$ cat config.mk
export PLATFORM = sky130hd
export DESIGN_NAME = bbox_frame_ctrl
export DESIGN_NICKNAME = d
export VERILOG_FILES = /design/src/rtl/bbox_frame_ctrl.sv
export SDC_FILE = /design/constraint.sdc
export NUM_CORES = 1
export LEC_CHECK = 0
export ABC_AREA = 1
export CAP_MARGIN = 10
export CORE_MARGIN = 4
export CORE_UTILIZATION = 45
export DETAILED_ROUTE_END_ITERATION = 12
export GPL_ROUTABILITY_DRIVEN = 0
export PLACE_DENSITY = 0.75
export SLEW_MARGIN = 15
export SYNTH_ARGS = -nofsm -noshare
export SYNTH_HDL_FRONTEND = slang
export SYNTH_SLANG_ARGS = --single-unit
export TNS_END_PERCENT = 30
$ cat constraint.sdc
create_clock -name clk -period 2.08 [get_ports clk]
set_input_delay 0.416 -clock clk [delete_from_list [all_inputs] [get_ports clk]]
set_output_delay 0.416 -clock clk [all_outputs]
set_load 0.01 [all_outputs]
$ cat src/rtl/bbox_frame_ctrl.sv
// Frame-synchronous bounding-box latch: waits for coordinates to settle after endframe,
// validates and holds the box across a limited run of bad frames, and flags outline pixels.
module bbox_frame_ctrl #(
  parameter int SETTLE_CYCLES = 143,
  parameter int HOLD_FRAMES   = 4,
  parameter int NO_COORD      = 641
) (
  input  logic        clk,
  input  logic        reset,
  input  logic        endframe,
  input  logic [9:0]  min_x,
  input  logic [9:0]  max_x,
  input  logic [9:0]  min_y,
  input  logic [9:0]  max_y,
  input  logic [9:0]  drawX,
  input  logic [9:0]  drawY,
  output logic        frame_ack,
  output logic        box_valid,
  output logic [9:0]  box_min_x,
  output logic [9:0]  box_max_x,
  output logic [9:0]  box_min_y,
  output logic [9:0]  box_max_y,
  output logic        overlay_hit,
  output logic [2:0]  miss_count,
  output logic [15:0] frame_count
);

  localparam int              CNT_W    = (SETTLE_CYCLES > 1) ? $clog2(SETTLE_CYCLES) : 1;
  localparam logic [CNT_W-1:0] CNT_LAST = CNT_W'(SETTLE_CYCLES - 1);
  localparam logic [9:0]      NC       = 10'(NO_COORD);
  localparam logic [2:0]      HOLD     = 3'(HOLD_FRAMES);

  typedef enum logic [1:0] {S_IDLE, S_SETTLE, S_LATCH, S_ACK} state_t;

  state_t           r_state;
  state_t           w_next;
  logic [CNT_W-1:0] r_cnt;
  logic             r_ef_prev;
  logic             r_armed;
  logic             w_edge;
  logic             w_latch;
  logic             w_ack;
  logic             w_frame_ok;
  logic [2:0]       w_miss_nxt;

  logic        r_box_valid;
  logic [9:0]  r_box_min_x, r_box_max_x, r_box_min_y, r_box_max_y;
  logic [2:0]  r_miss;
  logic [15:0] r_fcnt;
  logic        r_hit;

  function automatic logic f_frame_ok(input logic [9:0] mnx, input logic [9:0] mxx,
                                      input logic [9:0] mny, input logic [9:0] mxy);
    return (mnx != NC) && (mny != NC) && (mnx <= mxx) && (mny <= mxy) &&
           (mxx <= 10'd639) && (mxy <= 10'd479);
  endfunction

  function automatic logic [2:0] f_miss_sat_inc(input logic [2:0] m);
    return (m >= HOLD) ? HOLD : m + 3'd1;
  endfunction

  function automatic logic f_on_outline(input logic [9:0] x, input logic [9:0] y);
    logic w_row, w_col;
    w_row = ((y == r_box_min_y) || (y == r_box_max_y)) && (x >= r_box_min_x) && (x <= r_box_max_x);
    w_col = ((x == r_box_min_x) || (x == r_box_max_x)) && (y >= r_box_min_y) && (y <= r_box_max_y);
    return r_box_valid && (w_row || w_col);
  endfunction

  // Edge detect; r_armed blocks a level that was already high when reset released
  assign w_edge = endframe & ~r_ef_prev & r_armed;

  always_ff @(posedge clk) begin
    if (reset) begin
      r_ef_prev <= 1'b0;
      r_armed   <= 1'b0;
    end else begin
      r_ef_prev <= endframe;
      if (!endframe) r_armed <= 1'b1;
    end
  end

  always_ff @(posedge clk) begin
    if (reset) r_state <= S_IDLE;
    else       r_state <= w_next;
  end

  always_ff @(posedge clk) begin
    if (reset || (r_state != S_SETTLE)) r_cnt <= '0;
    else                                r_cnt <= r_cnt + CNT_W'(1);
  end

  always_comb begin
    w_next = r_state;
    unique case (r_state)
      S_IDLE:   if (w_edge) w_next = S_SETTLE;
      S_SETTLE: begin
        if (!endframe)             w_next = S_IDLE;
        else if (r_cnt == CNT_LAST) w_next = S_LATCH;
      end
      S_LATCH:  w_next = S_ACK;
      S_ACK:    if (!endframe) w_next = S_IDLE;
      default:  w_next = S_IDLE;
    endcase
  end

  always_comb begin
    w_latch = (r_state == S_LATCH);
    w_ack   = (r_state == S_ACK);
  end

  assign w_frame_ok = f_frame_ok(min_x, max_x, min_y, max_y);
  assign w_miss_nxt = f_miss_sat_inc(r_miss);

  // Latch stage: accepted box or miss bookkeeping, visible the cycle after LATCH
  always_ff @(posedge clk) begin
    if (reset) begin
      r_box_valid <= 1'b0;
      r_box_min_x <= NC;
      r_box_max_x <= NC;
      r_box_min_y <= NC;
      r_box_max_y <= NC;
      r_miss      <= 3'd0;
      r_fcnt      <= 16'd0;
    end else if (w_latch) begin
      r_fcnt <= r_fcnt + 16'd1;
      if (w_frame_ok) begin
        r_box_valid <= 1'b1;
        r_box_min_x <= min_x;
        r_box_max_x <= max_x;
        r_box_min_y <= min_y;
        r_box_max_y <= max_y;
        r_miss      <= 3'd0;
      end else begin
        r_miss <= w_miss_nxt;
        if (w_miss_nxt == HOLD) begin
          r_box_valid <= 1'b0;
          r_box_min_x <= NC;
          r_box_max_x <= NC;
          r_box_min_y <= NC;
          r_box_max_y <= NC;
        end
      end
    end
  end

  // Overlay stage: one cycle behind drawX/drawY against the live box
  always_ff @(posedge clk) begin
    if (reset) r_hit <= 1'b0;
    else       r_hit <= f_on_outline(drawX, drawY);
  end

  assign frame_ack   = w_ack;
  assign box_valid   = r_box_valid;
  assign box_min_x   = r_box_min_x;
  assign box_max_x   = r_box_max_x;
  assign box_min_y   = r_box_min_y;
  assign box_max_y   = r_box_max_y;
  assign overlay_hit = r_hit;
  assign miss_count  = r_miss;
  assign frame_count = r_fcnt;

endmodule

== Word level (Yosys, flattened, before mapping) ==
Cells that the tools add are included.

* Register bits after elaboration: 73
* Input bits: 63
* Output and inout bits: 62
* Word-level logic and storage cells: 74

* Add/subtract/negate cells: 3
* $lt $le $gt $ge: 9
* Equal/unequal tests: 15
* Mux-type cells: 14
* Bitwise operators: 3
* Reduce and logical (&&, ||, !) cells: 18

{| class="wikitable"
|+ Operators by type and width
! operator !! count
|-
| 10-bit two-way mux || 5
|-
| 10-bit equality test || 4
|-
| 10-bit less-or-equal comparator || 4
|-
| 10-bit >= comparator || 2
|-
| 10-bit inequality test, second input constant || 2
|-
| 16-bit by 1-bit adder with 16-bit output, second input constant || 1
|-
| 10-bit less-or-equal comparator, second input constant || 1
|-
| 10-bit by 9-bit less-or-equal comparator with 1-bit output, second input constant || 1
|-
| 1-bit logical AND || 10
|-
| 8-bit by 1-bit adder with 8-bit output, second input constant || 1
|-
| 8-bit equality test, second input constant || 1
|-
| 2-bit two-way mux || 4
|-
| 2-bit one-hot mux with 4 select lines || 1
|-
| 3-bit two-way mux || 2
|-
| 2-bit equality test, second input constant || 2
|-
| 1-bit logical OR || 4
|-
| 2-bit inequality test, second input constant || 2
|-
| 3-bit by 1-bit adder with 3-bit output, second input constant || 1
|-
| 3-bit equality test, second input constant || 1
|-
| 3-bit >= comparator, second input constant || 1
|-
| 3-bit inequality test, second input constant || 1
|-
| 3-bit AND reduction || 1
|-
| 1-bit AND || 2
|-
| 2-bit by 1-bit equality test with 1-bit output, second input constant || 1
|-
| 6 further kinds || 7
|}

== Depth between registers and ports, before layout ==
Gate-level depths: netlist of run 1.

* Depth in word-level cells: 8
* Mapped depth: 15
* Gate-level depth less buffers: 14

== Worst setup path before layout of run 1 ==
OpenSTA, ideal clock, no wires.

* Path type: input to register
* Start: input max_y[9]
* End: register r_box_max_x[7], in the netlist box_max_x[7]
* Setup time: 0.132 ns
* Data arrival time: 1.711 ns
* Data required time: 1.948 ns
* Slack: 0.237 ns
* Cell stages on the path: 12
* Buffers on the path: 2
* Path through: inv_1 > ha_1 > nand2_1 > inv_1 > a21oi_1 > nand3_1 > nand2_2 > nand4_4 > buf_4 > buf_6 > nand3_1 > nand3_1

* Cells in the longest elaborated chain, start to end: 6
* Elaborated cells between the ends (all ways): 8
* Classes of those cells: 2 x order compare; 1 x mux; 5 x reduce/logical

{| class="wikitable"
|+ Ends and longest elaborated chain
! what !! line !! text
|-
| start: declaration || 14 || <nowiki>input logic [9:0] max_y,</nowiki>
|-
| 10-bit less-or-equal comparator || 54 || <nowiki>return (mnx != NC) && (mny != NC) && (mnx <= mxx) && (mny <= mxy) &&</nowiki>
|-
| 1-bit logical AND (2 in series) || 54 ||
|-
| 1-bit logical AND * || 55 || <nowiki>(mxx <= 10'd639) && (mxy <= 10'd479);</nowiki>
|-
| 2-bit nonzero test (no line) || -- ||
|-
| 2-bit AND reduction (no line) || -- ||
|-
| end signal: assignment || 129 || <nowiki>r_box_max_x <= max_x;</nowiki>
|-
| end: declaration || 47 || <nowiki>logic [9:0] r_box_min_x, r_box_max_x, r_box_min_y, r_box_max_y;</nowiki>
|}

Every way passes the cells marked *; elsewhere a longest branch is shown, timed or not.
A chain may end at the register's enable or synchronous reset.

== Final worst setup path of run 1 ==
* Start: input min_y[8]
* End: register r_box_min_y[9], in the netlist box_min_y[9]

* Cells in the longest elaborated chain, start to end: 8
* Elaborated cells between the ends (all ways): 10
* Classes of those cells: 1 x order compare; 1 x eq/ne; 1 x mux; 7 x reduce/logical

{| class="wikitable"
|+ Ends and longest elaborated chain
! what !! line !! text
|-
| start: declaration || 13 || <nowiki>input logic [9:0] min_y,</nowiki>
|-
| parallel branches: the longest is 3 deep, another holds 10-bit less-or-equal comparator || -- ||
|-
| 1-bit logical AND * (2 in series) || 54 ||
|-
| 1-bit logical AND * || 55 ||
|-
| 2-bit nonzero test (no line) || -- ||
|-
| 2-bit AND reduction (no line) || -- ||
|-
| end signal: assignment || 130 || <nowiki>r_box_min_y <= min_y;</nowiki>
|-
| end: declaration || 47 ||
|}

Every way passes the cells marked *.

==> flow_summary.yaml, run 1 <==
finish:
  areaGrowthSynthToFinish_pct: 49.9
  antenna_cells: 0
  drive_above_1_share_pct: 17.8
  stdcell_count: 982
  nets: 969
floorplanning:
  die_area_um2: 12200
  core_um2: 10300
  io_pins: 125
  start_util_pct: 45.9
  dieHeight_um: 110
  die_x_um: 110
  rows: 37
grt:
  grt_max_degree: 32
  grt_usage_pct: 24.0
  antenna_found_initial: 0
  grt_pass1_vias: 5024
  grt_first_pass_wirelength_mm: 23.1
  grt_overflow: 0
worst_setup_path:
  cp-start-kind: "input port"
  worst-setup-path-type: "input port to flop"
  required_ps: 2380
  cp_data_arrival_time_ps: 2360
  end_kind: "flop"
  cp_max_fo: 6
synth:
  synth_nets: 786
  async_reset_ff_share_pct: 0
  yosysUniqueCellTypes: 36
  synth_edf_count: 0
  syn_inst: 658
  ys.flop_type: "dfxtp_1"
  synth_top_area_cell: "dfxtp_1"
  yosysMostFrequentCell: "nand2_1"
  synth_seq_cells: 73
  synth_area_um2: 4710
  ys_seq_area_share_pct: 31.0
  synth.area.top_cells: "dfxtp_1 31%, ha_1 17%, nand2_1 10%, inv_1 9.3%, a21oi_1 4.7%"
  synth_warnings: 0
  ys_top_cells_by_count: "126 x nand2_1, 117 x inv_1, 73 x dfxtp_1"
  syn_area_per_cell_um2: 7.16
  synth_top_area_share_pct: 31.0
clock_network:
  cts_sinks: 73
  clock_path_buffers: 2
  cts_tree: "yes"
  h-tree-depth: 3
  insertion_delay_ps: 350
  cts.reportedPaths.clkPinSlew_ps: 80
  postCtsHoldBufs: 0
  clockRootBuffer: "clkbuf_8"
  cts_buffers: 9
power:
  power.leakage_uw: 0.00319
  peakVddDrop_mv: 0.396
  p_per_area_nw_per_um2: 473
route:
  dr.pass1.iters: 7
  drt_iter0_drc: 351
  wire_per_inst_um: 15.2
  via_count: 5123
  drc_errors: 0
  wl_mm: 14.9
  vias_per_cell: 5.22
  detail-route-antenna-nets: 0
worst_hold_path:
  hp-class: "input port to flop"
run_status:
  status: "completed"
timing:
  tightest_slew_ps: 361
  finalClockSkew_ps: 9.43
  fin_crit_sh_pct: 99.1
  fin_ws_ps: 19.6
  final_max_slew_viol_count: 0
  relSlewSlack_pct: 76.0
  hold_ws_ps: 393
  tns_ps: 0
  setup_viol: 0
  fmax_ghz: 0.485
  hold_viol: 0
  period_needed_ps: 2060
place:
  dp.cells: 957
  hpwl_mm: 11.4
  port_buffers: 124
  preCtsSetupSlack_ps: -543
flow_run:
  drv_cap: 0
registers in the layout (all words and copies together), names as in the netlist, named ones only:
register	count
miss_count	3
overlay_hit	1
box_max_x	10
box_max_y	10
r_state	1
r_cnt	8
box_valid	1
box_min_y	10
box_min_x	10
r_armed	1
r_ef_prev	1
frame_count	16
logic make-up (layout without fill, tap and decap cells):
family / count (synthesis) / count (layout) / synth area share, %
adders and majority gates: 65 / 65 / 17.3
and+or+nand+nor: 272 / 272 / 26.6
buffers and inverters: 138 / 326 / 12.0
DFF: 73 / 73 / 31.0
AOI/OAI and AO/OA: 109 / 109 / 13.0
xor gates and xnor gates: 1 / 1 / 0.186
routing by layer:
layer | vias to the layer above | routed length [µm] | share of wire, % | global-route usage, %
li1 | 2522 | - | - | -
met1 | 2395 | 6030 | 41 | 27.8
met2 | 169 | 7530 | 51 | 42.8
met3 | 37 | 930 | 6.3 | 5.59
met4 | 0 | 380 | 2.6 | 8.88
met5 | - | 0 | 0 | 0
path summary, 6_finish.rpt:
path	start	endpoint	slack [ps]	cells past startpoint
max	min_y[8]	box_min_y[9]$_SDFFE_PP1P_	20	14
min	max_x[1]	box_max_x[1]$_SDFFE_PP0P_	390	3
max reg2reg	miss_count[0]$_SDFFE_PP0P_	box_min_y[5]$_SDFFE_PP0P_	180	8
min reg2reg	r_cnt[0]$_SDFF_PP0_	r_cnt[0]$_SDFF_PP0_	470	1
cell usage in the layout, fill, tap and decap left out, drive strengths merged:
cell type and n:
dfxtp 73, nor4 2, or2 2, a211oi 1, nor3b 3, inv 120, buf 63, o21a 5
clkdlybuf4s50 88, dlygate4sd2 18, bufinv 3, o211ai 3, ha 65, nand4 29, clkinv 5, a21o 2
a21oi 44, nor3 10, nand3 38, a21boi 1, xor2 1, nor2 58, nand2 130, o21bai 1
o21ai 52, clkbuf 11, dlymetal6s2s 18
power breakdown:
group | leakage, µW | switching, µW | internal [µW] | total (µW)
combinational | 0.00248 | 286 | 294 | 580
clock | 0.000126 | 528 | 823 | 1350
sequential | 0.000589 | 6.27 | 1400 | 1410
total | 0.00319 | 820 | 2520 | 3340
cell type report:
| cell class | instances | area, µm² |
|---|---|---|
| Clock buffer | 10 | 138 |
| Tap cell | 136 | 170 |
| Sequential cell | 73 | 1460 |
| Inverter | 122 | 460 |
| Multi-Input combinational cell | 447 | 2940 |
| Clock inverter | 6 | 105 |
| Timing Repair Buffer | 188 | 1790 |
| Fill cell | 811 | 3210 |
worst max-delay path: stages:
cell           delay, ps
dlygate4sd2_1        280
ha_1                 330
nand2_2              120
inv_1                 70
a21oi_1              190
nand3_2              110
nand2_4              100
nand4_4              140
buf_8                180
buf_6                120
buf_4                130
nand3_1               60
nand2_1               60
inv_1                 50
stage by stage:
step | instance area [µm²] | util, % | power (µW)
detailed placement | 6440 | 62.7 | 1940
finish | 7060 | 68.7 | 3340
global route | 7060 | 68.7 | 3480
CTS | 6890 | 67.0 | 3320
floorplan | 4710 | - | 1660
global placement | 6440 | 62.7 | 1920
timing repair:
item | CTS | global route
endpoints found under the setup margin | 39 | 44
pin swaps | 18 | 17
setup buffers | 5 | 2
gates resized for setup | 60 | 44
cloned | 0 | 2
Note: power is estimated with default switching activity, not from simulation.
==> run 2, diff against run 1 <==
Settings changed: CELL_PAD_IN_SITES_DETAIL_PLACEMENT set to 1, CELL_PAD_IN_SITES_GLOBAL_PLACEMENT set to 2, CORE_UTILIZATION 45 to 27, PLACE_DENSITY 0.75 to 0.92.
==> flow_summary.yaml, run 2 (synthesis gave the netlist of run 1 again) <==
worst_setup_path:
  cp-start-kind: "input port"
  cp_max_fo: 8
  worst-setup-path-type: "input port to flop"
  required_ps: 2320
  cp_data_arrival_time_ps: 2230
  end_kind: "flop"
  r2r_setup_slack_ps: 170
finish:
  areaGrowthSynthToFinish_pct: 56.6
  largest_reg_flops: 16
  mostFrequentLayoutCell: "nand2_1"
  nets: 976
  final_cell_mix: "117 x nand2_1, 101 x inv_1, 88 x clkdlybuf4s50_1"
  drive_above_1_share_pct: 19.0
  antenna_cells: 0
grt:
  grt_pass1_vias: 5161
  grt_usage_pct: 16.1
  grt_first_pass_wirelength_mm: 25.7
  grt_max_degree: 31
  antenna_found_initial: 1
  grt_overflow: 0
clock_network:
  clockRootBuffer: "clkbuf_16"
  cts.reportedPaths.clkPinSlew_ps: 60
  postCtsHoldBufs: 0
  cts_tree: "yes"
  cts_sinks: 73
  cts_buffers: 9
  h-tree-depth: 3
  clock_path_buffers: 2
  insertion_delay_ps: 340
timing:
  tns_ps: 0
  hold_viol: 0
  fin_crit_sh_pct: 95.8
  period_needed_ps: 1990
  setup_viol: 0
  fin_ws_ps: 86.9
  finalClockSkew_ps: 9.39
  fmax_ghz: 0.502
  tightest_slew_ps: 352
  final_max_slew_viol_count: 0
  relSlewSlack_pct: 76.6
route:
  drt_iter0_drc: 207
  via_count: 4986
  wl_mm: 16.3
  dr.pass1.iters: 4
  vias_per_cell: 4.63
  drc_errors: 0
  detail-route-antenna-nets: 0
  wire_per_inst_um: 15.1
floorplanning:
  rows: 48
  die_area_um2: 19600
  start_util_pct: 27.4
  core_um2: 17200
  io_pins: 125
  dieHeight_um: 140
  die_x_um: 140
power:
  power.leakage_uw: 0.00332
  p_per_area_nw_per_um2: 497
  peakVddDrop_mv: 0.292
worst_hold_path:
  hp-class: "input port to flop"
run_status:
  status: "completed"
place:
  port_buffers: 124
  hpwl_mm: 12.6
  preCtsSetupSlack_ps: -506
flow_run:
  drv_cap: 0
[run 2: final cells by class]
| cell class | instances | area [µm²] |
|---|---|---|
| Sequential cell | 73 | 1460 |
| Multi-Input combinational cell | 447 | 2980 |
| Tap cell | 225 | 282 |
| Fill cell | 2104 | 9800 |
| Clock buffer | 11 | 233 |
| Timing Repair Buffer | 195 | 1890 |
| Inverter | 122 | 458 |
| Clock inverter | 5 | 80.1 |
[run 2: stage by stage]
step / area, µm² / power (µW) / instances / hold WS [ps] / util (%)
after floorplan: 4710 / 1660 / 658 / 430 / -
after global placement: 6620 / 1950 / 1051 / 445 / 38.5
after global routing: 7380 / 3840 / 1078 / 436 / 43.0
after CTS: 7120 / 3670 / 1074 / 466 / 41.5
final: 7380 / 3670 / 1078 / 420 / 43.0
after detailed placement: 6620 / 1960 / 1051 / 453 / 38.5
[run 2: where the power goes]
part / internal [µW] / leakage [µW] / switching (µW)
registers: 1410 / 0.000589 / 6.21
clock network: 1050 / 0.000146 / 605
logic: 306 / 0.00259 / 295
[run 2: timing repair]
action                                  CTS  global route
setup buffers                             5             3
gates cloned                              2             1
gates resized for setup                  46            59
endpoints found under the setup margin   41            44
hold endpoints to repair                  0             0
pin swaps                                 8            24
[run 2: worst paths after layout]
kind | start | endpoint | cells after the start
max | min_x[0] | box_max_y[0]$_SDFFE_PP1P_ | 13
min | max_x[1] | box_max_x[1]$_SDFFE_PP0P_ | 3
max reg2reg | miss_count[0]$_SDFFE_PP0P_ | box_max_x[1]$_SDFFE_PP0P_ | 9
min reg2reg | r_cnt[0]$_SDFF_PP0_ | r_cnt[0]$_SDFF_PP0_ | 1
[run 2: worst max-delay path, cell delays in order]
cell and delay [ps]:
clkdlybuf4s50_1 470, inv_1 80, ha_1 200, o21bai_1 170, nand3_1 120, nand3_2 100, nand2_4 70, nand4_4 110
buf_6 150, buf_12 120, nand3_1 80, nand2_1 90, inv_1 40
[run 2: metal layers]
metal	part of all wire [%]	global-route usage, %
met1	44	19.6
met2	50	28.7
met3	3.6	3.00
met4	2.0	4.84
met5	0.074	0
==> run 3, diff against run 2 <==
Settings changed: CORE_UTILIZATION 27 to 29, PLACE_DENSITY 0.92 to 0.95.
Clock period 2.08 ns to 2.3 ns, I/O delays scaled along.
==> flow_summary.yaml, run 3 (synthesis gave the netlist of run 1 again) <==
finish:
  stdcell_count: 1050
  areaGrowthSynthToFinish_pct: 49.4
  final_cell_mix: "120 x clkdlybuf4s50_1, 119 x nand2_1, 112 x inv_1"
  drive_above_1_share_pct: 15.1
  multiInputGateArea_um2: 2880
  seq_area_um2: 1460
  nets: 955
  n_fill_cell: 1964
  mostFrequentLayoutCell: "clkdlybuf4s50_1"
  largest_reg_flops: 16
run_status:
  status: "completed"
clock_network:
  clockRootBuffer: "clkbuf_16"
  h-tree-depth: 3
  insertion_delay_ps: 340
  cts.reportedPaths.clkPinSlew_ps: 60
  cts_buffers: 9
  cts_tree: "yes"
  clock_path_buffers: 2
  cts_sinks: 73
timing:
  hold_ws_ps: 440
  tightest_slew_ps: 552
  finalClockSkew_ps: 6.22
  final_max_slew_viol_count: 0
  fin_ws_ps: 76.3
  setup_viol: 0
  period_needed_ps: 2220
  tns_ps: 0
  fin_crit_sh_pct: 96.7
  hold_viol: 0
  relSlewSlack_pct: 63.1
  fmax_ghz: 0.450
power:
  clock_power_share_pct: 45.4
  swShare_pct: 24.8
  power.leakage_uw: 0.00299
  combinationalPowerShare_pct: 15.5
  p_sw_uw: 810
  intPower_uw: 2450
  seq_power_share_pct: 39.1
  peakVddDrop_mv: 0.463
  p_per_area_nw_per_um2: 464
worst_setup_path:
  max_stage_delay_ps: 570
  cp_data_arrival_time_ps: 2460
  path_cells: "clkdlybuf4s50_1 -> ha_4 -> nand2_2 -> inv_1 -> nand2_1 -> nand2_2 -> nand2_2 -> nand3_2 -> nand2_4 -> nand4_4 -> nor2_4 -> buf_4 -> nand2_1 -> nand2_1 -> inv_1"
  cp-start-kind: "input port"
  crit_family: "simple AND/OR/NAND/NOR gates"
  worst-setup-path-type: "input port to flop"
  cp_max_fo: 5
  required_ps: 2540
  end_kind: "flop"
  crit_slowest_cell: "clkdlybuf4s50_1"
  r2r_setup_slack_ps: 220
  critPathBufInv: 4
floorplanning:
  die_area_um2: 18400
  die_x_um: 135
  io_pins: 125
  core_um2: 15900
  rows: 46
  start_util_pct: 29.7
  dieHeight_um: 135
place:
  preCtsSetupSlack_ps: -332
  dp.cells: 1030
  port_buffers: 124
  hpwl_mm: 12.5
grt:
  grt_first_pass_wirelength_mm: 25.1
  grt_pass1_vias: 5079
  antenna_found_initial: 2
  grt_overflow: 0
  grt_usage_pct: 17.2
  grt_max_degree: 32
route:
  wire_per_inst_um: 15.0
  drt_iter0_drc: 160
  drc_errors: 0
  via_count: 4848
  wl_mm: 15.8
  vias_per_cell: 4.62
  dr.pass1.iters: 4
  detail-route-antenna-nets: 0
worst_hold_path:
  hp-class: "input port to flop"
flow_run:
  drv_cap: 0
[run 3: routing by layer]
metal	track usage [%]	wire (µm)	share of wire (%)
met5	0	0	0
met4	4.31	252	1.6
met3	4.46	814	5.2
met2	30.1	7790	49
met1	20.9	6920	44
[run 3: area by class of cell]
type,instances,share of cell area [%]
sequential,73,20.8
antenna,2,0.0711
clock buffer,12,3.79
inverter,122,6.50
tap,216,3.84
timing repair buffer,174,23.4
clock inverter,4,0.711
multi-input combinational,447,40.9
[run 3: power by group through the flow]
| stage | Sequential, µW | Clock (µW) | Combinational [µW] |
|---|---|---|---|
| final | 1280 | 1480 | 505 |
| after global routing | 1280 | 1580 | 565 |
| after CTS | 1280 | 1530 | 464 |
| after detailed placement | 1300 | 0 | 457 |
| after global placement | 1300 | 0 | 444 |
| after floorplan | 1300 | 0 | 199 |
[run 3: tightest hold or removal path: stages]
cell,delay [ps]
dlymetal6s2s_1,150
inv_2,70
o21ai_2,50
[run 3: what timing repair did]
action	4_1_cts	5_1_grt
buffers inserted	0	0
cloned	0	2
hold buffers	0	0
gates resized for setup	1	46
endpoints found under the setup margin	22	40
pin swaps	0	10
hold endpoints to repair	0	0
[run 3: final timing paths]
check / from / to / cells past startpoint
worst min register to register: r_armed$_SDFFE_PP0N_ / r_armed$_SDFFE_PP0N_ / 2
worst max-delay path: min_x[4] / box_min_y[9]$_SDFFE_PP1P_ / 15
worst max register to register: miss_count[0]$_SDFFE_PP0P_ / box_min_x[4]$_SDFFE_PP0P_ / 8
worst min-delay path: max_x[8] / box_max_x[8]$_SDFFE_PP0P_ / 3
[run 3: metrics by stage]
step / instance area, µm² / power (µW) / util (%)
detailed placement: 6490 / 1760 / 40.9
global placement: 6490 / 1750 / 40.9
CTS: 6810 / 3270 / 42.9
floorplan: 4710 / 1500 / -
finish: 7040 / 3260 / 44.3
global route: 7040 / 3420 / 44.3
